--- src/rtl/seq_gen_pkg.sv ---
// Shared types and constants for the seq_gen serial pattern transmitter.
package seq_gen_pkg;

   typedef enum logic [1:0] {IDLE, SHIFT, GAP} state_e;

   // Fibonacci feedback mask on a right-shifting register for x^16+x^14+x^13+x^11+1:
   // the new MSB is the XOR of state bits 0, 2, 3 and 5.
   localparam logic [15:0] PRBS16_TAPS  = 16'h002D;
   localparam logic [15:0] DEFAULT_SEED = 16'hACE1;

   function automatic logic [15:0] prbs16_step(input logic [15:0] s);
      return {^(s & PRBS16_TAPS), s[15:1]};
   endfunction

endpackage

--- src/rtl/seq_gen_if.sv ---
// Word handshake, filler control and serial output of seq_gen.
interface seq_gen_if #(
   parameter int WIDTH = 16,
   parameter int GAP_W = 4
);
   logic [WIDTH-1:0] data_in;
   logic             data_valid;
   logic             data_ready;
   logic [GAP_W-1:0] gap_len;
   logic             filler_en;
   logic             out;
   logic             out_active;
   logic             last_bit;

   modport master (
      output data_in, data_valid, gap_len, filler_en,
      input  data_ready, out, out_active, last_bit
   );

   modport slave (
      input  data_in, data_valid, gap_len, filler_en,
      output data_ready, out, out_active, last_bit
   );
endinterface

--- src/rtl/seq_gen_prbs16.sv ---
// Free-running PRBS16 generator; advances one step per clk, held at SEED in reset.
module prbs16
   import seq_gen_pkg::*;
#(
   parameter logic [15:0] SEED = DEFAULT_SEED
) (
   input  logic clk,
   input  logic rst,
   output logic bit0
);
   logic [15:0] state;

   always_ff @(posedge clk) begin
      if (rst) state <= SEED;
      else     state <= prbs16_step(state);
   end

   assign bit0 = state[0];
endmodule

--- src/rtl/seq_gen.sv ---
// Serial pattern transmitter: words shifted out LSB-first, programmable idle gap,
// optional PRBS16 filler on idle cycles.
module seq_gen
   import seq_gen_pkg::*;
#(
   parameter int          WIDTH = 16,
   parameter int          GAP_W = 4,
   parameter logic [15:0] SEED  = DEFAULT_SEED
) (
   input logic      clk,
   input logic      rst,
   seq_gen_if.slave bus
);
   localparam int            CW       = $clog2(WIDTH);
   localparam logic [CW-1:0] LAST     = CW'(WIDTH - 1);
   localparam logic [CW-1:0] PRE_LAST = CW'(WIDTH - 2);

   state_e           state_q, state_d;
   logic [WIDTH-1:0] shreg_q;
   logic [GAP_W-1:0] gap_q, gap_cnt_q;
   logic [CW-1:0]    bit_cnt_q;
   logic             out_q, act_q, last_q;
   logic             lfsr_bit;
   logic             ready, accept, last_cycle;

   prbs16 #(.SEED(SEED)) u_prbs (
      .clk  (clk),
      .rst  (rst),
      .bit0 (lfsr_bit)
   );

   always_comb begin
      state_d    = state_q;
      ready      = 1'b0;
      last_cycle = (state_q == SHIFT) && (bit_cnt_q == LAST);
      case (state_q)
         IDLE:    ready = 1'b1;
         SHIFT:   ready = last_cycle && (gap_q == '0);
         default: ready = 1'b0;
      endcase
      if (rst) ready = 1'b0;
      accept = bus.data_valid && ready;
      case (state_q)
         IDLE: if (accept) state_d = SHIFT;
         SHIFT: begin
            if (last_cycle) begin
               if (accept)             state_d = SHIFT;
               else if (gap_q == '0)   state_d = IDLE;
               else                    state_d = GAP;
            end
         end
         // gap_cnt_q is loaded non-zero on entry, so <=1 ends the gap without wrapping
         GAP: if (gap_cnt_q <= GAP_W'(1)) state_d = IDLE;
         default: state_d = IDLE;
      endcase
   end

   assign bus.data_ready = ready;

   always_ff @(posedge clk) begin
      if (rst) begin
         state_q   <= IDLE;
         bit_cnt_q <= '0;
         out_q     <= 1'b0;
         act_q     <= 1'b0;
         last_q    <= 1'b0;
      end else begin
         state_q <= state_d;
         if (accept) begin
            bit_cnt_q <= '0;
            out_q     <= bus.data_in[0];
            act_q     <= 1'b1;
            last_q    <= 1'b0;
         end else if ((state_q == SHIFT) && !last_cycle) begin
            bit_cnt_q <= bit_cnt_q + 1'b1;
            out_q     <= shreg_q[0];
            act_q     <= 1'b1;
            last_q    <= (bit_cnt_q == PRE_LAST);
         end else begin
            out_q  <= bus.filler_en & lfsr_bit;
            act_q  <= 1'b0;
            last_q <= 1'b0;
         end
      end
   end

   // Payload and gap datapath: only meaningful once loaded by an accept, so no reset
   always_ff @(posedge clk) begin
      if (accept) begin
         shreg_q <= bus.data_in >> 1;
         gap_q   <= bus.gap_len;
      end else if ((state_q == SHIFT) && !last_cycle) begin
         shreg_q <= shreg_q >> 1;
      end
      if (last_cycle && !accept)
         gap_cnt_q <= gap_q;
      else if ((state_q == GAP) && (gap_cnt_q != '0))
         gap_cnt_q <= gap_cnt_q - 1'b1;
   end

   assign bus.out        = out_q;
   assign bus.out_active = act_q;
   assign bus.last_bit   = last_q;
endmodule

--- src/flat_wrapper.sv ---
// flat-port wrapper written by rule: the top's interface ports become plain ports
module seq_gen_flat import seq_gen_pkg::*;
#(
   parameter int          WIDTH = 16,
   parameter int          GAP_W = 4,
   parameter logic [15:0] SEED  = DEFAULT_SEED
)
  (clk, rst, bus_data_in, bus_data_valid, bus_gap_len, bus_filler_en, bus_data_ready, bus_out, bus_out_active, bus_last_bit);
  seq_gen_if #(.WIDTH(WIDTH), .GAP_W(GAP_W)) bus_i ();
  input logic clk;
  input logic rst;
  input wire logic [$bits(bus_i.data_in)-1:0] bus_data_in;
  input wire logic [$bits(bus_i.data_valid)-1:0] bus_data_valid;
  input wire logic [$bits(bus_i.gap_len)-1:0] bus_gap_len;
  input wire logic [$bits(bus_i.filler_en)-1:0] bus_filler_en;
  output wire logic [$bits(bus_i.data_ready)-1:0] bus_data_ready;
  output wire logic [$bits(bus_i.out)-1:0] bus_out;
  output wire logic [$bits(bus_i.out_active)-1:0] bus_out_active;
  output wire logic [$bits(bus_i.last_bit)-1:0] bus_last_bit;
  assign bus_i.data_in = bus_data_in;
  assign bus_i.data_valid = bus_data_valid;
  assign bus_i.gap_len = bus_gap_len;
  assign bus_i.filler_en = bus_filler_en;
  assign bus_data_ready = bus_i.data_ready;
  assign bus_out = bus_i.out;
  assign bus_out_active = bus_i.out_active;
  assign bus_last_bit = bus_i.last_bit;
  seq_gen #(.WIDTH(WIDTH), .GAP_W(GAP_W), .SEED(SEED)) u_core (.clk(clk), .rst(rst), .bus(bus_i));
endmodule
--- config.mk ---
export PLATFORM = sky130hd
export DESIGN_NAME = seq_gen_flat
export DESIGN_NICKNAME = d
export VERILOG_FILES = /design/src/rtl/seq_gen_pkg.sv /design/src/rtl/seq_gen_if.sv /design/src/rtl/seq_gen_prbs16.sv /design/src/rtl/seq_gen.sv /design/src/flat_wrapper.sv
export SDC_FILE = /design/constraint.sdc
export NUM_CORES = 1
export LEC_CHECK = 0
export CAP_MARGIN = 30
export CORE_MARGIN = 2
export CORE_UTILIZATION = 57
export DETAILED_ROUTE_END_ITERATION = 7
export PLACE_DENSITY_LB_ADDON = 0.2
export SLEW_MARGIN = 5
export SYNTH_ARGS = -nofsm -noshare
export SYNTH_HDL_FRONTEND = slang
export SYNTH_HIERARCHICAL = 1
export SYNTH_SLANG_ARGS = --single-unit
--- constraint.sdc ---
create_clock -name clk -period 5.74 [get_ports clk]
set_input_delay 1.148 -clock clk [delete_from_list [all_inputs] [get_ports clk]]
set_output_delay 1.148 -clock clk [all_outputs]
set_load 0.005 [all_outputs]
* After elaboration in Yosys (flattened, before gate mapping)
Index checks and enable logic that the tools add are counted.
** Word-level totals
- Bits in registers :: 48
- Input port bits :: 24
- Output and inout bits :: 4
- Word-level logic and storage cells :: 54
** Cells by class
- $add $sub $neg :: 2
- Magnitude comparators :: 1
- Equality and inequality tests :: 7
- Mux-type cells :: 16
- Bitwise gates (word level) :: 2
- Reductions and logical operators :: 17
** Operators with widths (number)
- 15-bit two-way mux :: 2
- 16-bit parity :: 1
- 2-bit two-way mux :: 5
- 4-bit equality test, second input constant :: 2
- 4-bit two-way mux :: 2
- 1-bit logical AND :: 6
- 2-bit by 1-bit != test with 1-bit output, second input constant :: 3
- 2-bit one-hot mux with 3 select lines :: 1
- 1-bit two-way mux :: 5
- 4-bit by 1-bit adder with 4-bit output, second input constant :: 1
- 4-bit by 1-bit less-or-equal comparator with 1-bit output, second input constant :: 1
- 4-bit zero test :: 1
- 2-bit nonzero test :: 2
- 4-bit nonzero test :: 1
- 4-bit by 1-bit subtractor with 4-bit output, second input constant :: 1
- 3-bit AND reduction :: 1
- 3-bit OR reduction :: 1
- 2-bit by 1-bit equality test with 1-bit output, second input constant :: 1
- 2-bit equality test, second input constant :: 1
- 1-bit zero test :: 2
- 2-bit zero test :: 1
- 1-bit one-hot mux with 2 select lines :: 1
- 2-bit OR reduction :: 1
- 1-bit AND :: 1
- 1-bit inverter :: 1

* Longest topological paths before layout
- Depth in word-level cells :: 9
- Gate-level depth with buffers :: 6
- Mapped depth without buffers :: 6

* Hierarchy
The synthesis kept the hierarchy.
** Modules (own cells, without submodules)
- seq_gen :: times used 1, cells each 111, area each 1456.4 µm²
- prbs16 :: times used 1, cells each 36, area each 457.9 µm²

* Worst setup path after synthesis
Ideal clock, no wire load.
- Path kind :: input-to-reg
- Start point :: input rst
- End point :: register u_core.shreg_q[0], enable pin
- Library setup time :: 374 ps
- Arrival :: 2328 ps
- Setup slack :: 3039 ps
- Stages :: 5
- Buffers on the path :: 2
- Cell sequence :: clkbuf_1 nand2b_1 nor3_4 buf_6 nand2b_1
** Between the ends
- Word-level cells in the longest chain between the ends :: 3
** Ends and longest elaborated chain
- from (decl) :: line flat_wrapper.sv:11 : input logic rst;
- 1-bit two-way mux :: line seq_gen.sv:41 : if (rst) ready = 1'b0;
- 1-bit logical AND :: line seq_gen.sv:42 : accept = bus.data_valid && ready;
- 2-bit nonzero test (no source line)
- to (signal assigned) :: line seq_gen.sv:90 : shreg_q <= bus.data_in >> 1;
- to (signal assigned) :: line seq_gen.sv:93 : shreg_q <= shreg_q >> 1;
- to (decl) :: line seq_gen.sv:19 : logic [WIDTH-1:0] shreg_q;
Every way passes these cells.
A chain may end at the register's enable or synchronous reset.

* Final worst setup path
- Start point :: input rst
- End point :: output bus_data_ready
** Between the ends
- Word-level cells in the longest chain between the ends :: 1
** Ends and longest elaborated chain
- 1-bit two-way mux :: line seq_gen.sv:41
- to (decl) :: line flat_wrapper.sv:16 : output wire logic [$bits(bus_i.data_ready)-1:0] bus_data_ready;
Every way passes these cells.

==> qor.csv <==
stage,metric,value,unit
synthesis,synth-warning-count,6,
finish,nets,205,
power,sw_frac_of_total,0.207,
detailed_routing,dr.first_iter.drc_count,38,
finish,final_core_util,0.694,
die,row_count,21,
placed_design,placed_area,0.00221,mm²
clocking,htreeDepth,2,
die,core_area,0.00328,mm²
worst_hold_path,min-delay-start,u_core/u_prbs/state[7],
sta,fin_crit_sh,0.697,
finish,n_antenna_cell,0,
sta,min_period,4.00,ns
critical_path,worstPathRequired,4.59,ns
synthesis,ys_types,29,
clocking,root_buffer,clkbuf_4,
detailed_routing,firstDrtPassIters,4,
synthesis,synth_nets,175,
clocking,cts_tree,done,
power,leakage,0.000828,µW
synthesis,yosysTopAreaCell,edfxtp_1,
synthesis,synth_edf_count,23,
die,dieArea,0.00384,mm²
critical_path,path_max_fanout,26,
power,power.share.sequential,0.626,
grt,antenna_found_initial,0,
critical_path,critPathLaunchType,input pin,
die,die_w,62.0,µm
sta,slew_headroom,0.506,
grt,grt_max_degree,27,
synthesis,ys_seq_elements,48,
detailed_routing,wirelength,2.73,mm
power,ir_drop,274,µV
clocking,cts_buffers,5,
critical_path,path_cells,clkdlybuf4s50_1 > nor3_1 > clkdlybuf4s50_1,
sta,finalSetupViolations,0,
detailed_routing,drc,0,
finish,design_area,0.00228,mm²
sta,hold_viol,0,
sta,slew_viol_final,0,
clocking,post_cts_buffers,0,
synthesis,syn_inst,147,
critical_path,cp_common_cell,clkdlybuf4s50_1,
synthesis,synth_top_flop_cell,dfxtp_1,
placed_design,hpwlAfterDp,1.96,mm
power,power_frac_clock,0.272,
grt,grt_util_all_layers,0.155,
placed_design,dp.cells,216,
run_status,status,finished clean,
sta,tightestPinTransition,0.739,ns
placed_design,place.port_buffers,27,
power,p_sw,131,µW
placed_design,gp_congestion,0.801,
grt,overflow,0,
clocking,cts_sinks,48,
sta,max_freq,0.250,GHz
critical_path,slowest_delay,0.79,ns
sta,rsz0062_at_grt,no,
detailed_routing,num_vias,1137,
finish,drive_gt1_frac,0.146,
clocking,clock_latency,0.36,ns
die,io_pins,28,
critical_path,timing.rr.start,u_core/gap_q[0],
clocking,cts_resized,0,
grt,grt_pass1_wl,4.24,mm
critical_path,startpoint,rst,
critical_path,arrival,2.85,ns
clocking,clk_pin_slew,0.14,ns
synthesis,syn_area_per_cell,13.0,µm²
synthesis,netlist_area,0.00191,mm²
synthesis,synth-async-reset-ratio,0,
finish,area_delta_synth_final,19.1,%
grt,grt_pass1_vias,1060,
synthesis,synth_area_leaders,"edfxtp_1 36%, dfxtp_1 26%, mux2_2 8.2%",
worst_hold_path,holdCritPathClass,flip-flop to flip-flop,
critical_path,endpoint_kind,output pin,
detailed_routing,ant_nets,0,
critical_path,path_class,input pin to output pin,
clocking,cts_buffer_depth,2,
power,p_per_area,277,mW/mm²
power,comb_power_share,0.102,
clocking,ctsHoldBuffers,0,
die,start_util,0.583,
finish,final_cells,224,
job,maxCapViolations,0,
synthesis,synth_top_area_share,0.361,
critical_path,crit_family,buffers and inverters,
critical_path,slowest_stage,clkdlybuf4s50_1,
power,cell_internal_pwr,500,µW
detailed_routing,viasPerCell,5.08,
critical_path,path_buf_inv,2,
sta,skew,0.0159,ns
die,die_h,62.0,µm
synthesis,yosysSeqAreaShare,0.622,
sta,setup_tns,0,ns
detailed_routing,wl_per_cell,12.2,µm
[power groups by stage]
| stage | Clock [µW] | Sequential [µW] | Combinational (µW) |
|---|---|---|---|
| 6_report | 171 | 395 | 64.5 |
| 5_1_grt | 188 | 398 | 71.2 |
| 2_1_floorplan | 0 | 400 | 40.8 |
| 4_1_cts | 176 | 395 | 65.0 |
| 3_5_place_dp | 0 | 403 | 64.5 |
| 3_3_place_gp | 0 | 402 | 62.9 |
[worst reg2reg max path, stage by stage, from the launching register on]
cell and delay, ns:
edfxtp_1 0.41, or4_4 0.57, o21a_4 0.26, nor3_4 0.15, buf_4 0.30, nand2b_1 0.59
[stage by stage]
step | power (µW) | hold WS [ns] | setup slack (ns)
final | 631 | 0.405 | 1.74
after CTS | 636 | 0.417 | 1.73
after floorplan | 441 | 0.383 | 3.04
after global routing | 657 | 0.437 | 1.59
after global placement | 465 | 0.388 | 1.80
after detailed placement | 467 | 0.391 | 1.72
[routing by layer]
layer  track usage  wire [µm]
met1         0.177       1230
met2         0.269       1350
met3        0.0435        106
met4        0.0729         48
met5             0          0
[state kept, by name, summed over array words and instances (netlist names)]
signal / cells
u_core/bus.out: 1
u_core/u_prbs/state: 16
u_core/shreg_q: 15
u_core/bus.last_bit: 1
u_core/bit_cnt_q: 4
u_core/gap_cnt_q: 4
u_core/gap_q: 4
u_core/bus.out_active: 1
u_core/state_q: 2
[layout make-up]
cell class	count	area [µm²]
clock buffers	7	66.3
flip-flops and latches	48	1190
clock inverters	1	5.00
multi-input cells	91	671
repair buffers	28	278
fillers	254	1000
well taps	46	57.6
inverters	3	11.3
[final timing paths]
path,to,slack [ns],depth (start not counted)
worst max register to register,u_core/shreg_q[7],3.12,5
worst min register to register,u_core/u_prbs/state[6],0.40,1
worst min-delay path,u_core/u_prbs/state[6],0.40,1
worst max-delay path,bus_data_ready,1.74,3
[cell usage in the layout, fill, tap and decap left out, types with 2 or more instances in the layout]
cell type	n
ha_1	4
and2_1	2
edfxtp_1	23
xor2_1	4
nor3_1	6
and3_1	2
nor2b_1	10
nand3_1	5
nand2b_1	4
dfxtp_1	25
clkbuf_4	5
nand2_1	5
mux2_2	14
clkdlybuf4s50_1	27
inv_1	3
a21oi_1	7
xnor2_1	4
or2_1	7
nor2_1	7
[logic make-up (layout without fill, tap and decap cells)]
kind of cell / after synthesis / in the layout / share of synthesized area
compound gates: 12 / 12 / 0.0431
mux: 14 / 14 / 0.0824
simple gates: 53 / 53 / 0.162
flops: 48 / 48 / 0.622
xor+xnor: 8 / 8 / 0.0366
fa+ha+maj: 4 / 4 / 0.0261
buf+inv: 8 / 39 / 0.0275
[synth_stat cells, types with 5 or more instances]
master and number:
dfxtp_1 25, nor3_1 6, mux2_2 14, edfxtp_1 23
nor2b_1 10, nor2_1 7, nand3_1 5, a21oi_1 7
or2_1 7, nand2_1 5
(Power assumes the default switching activity.)
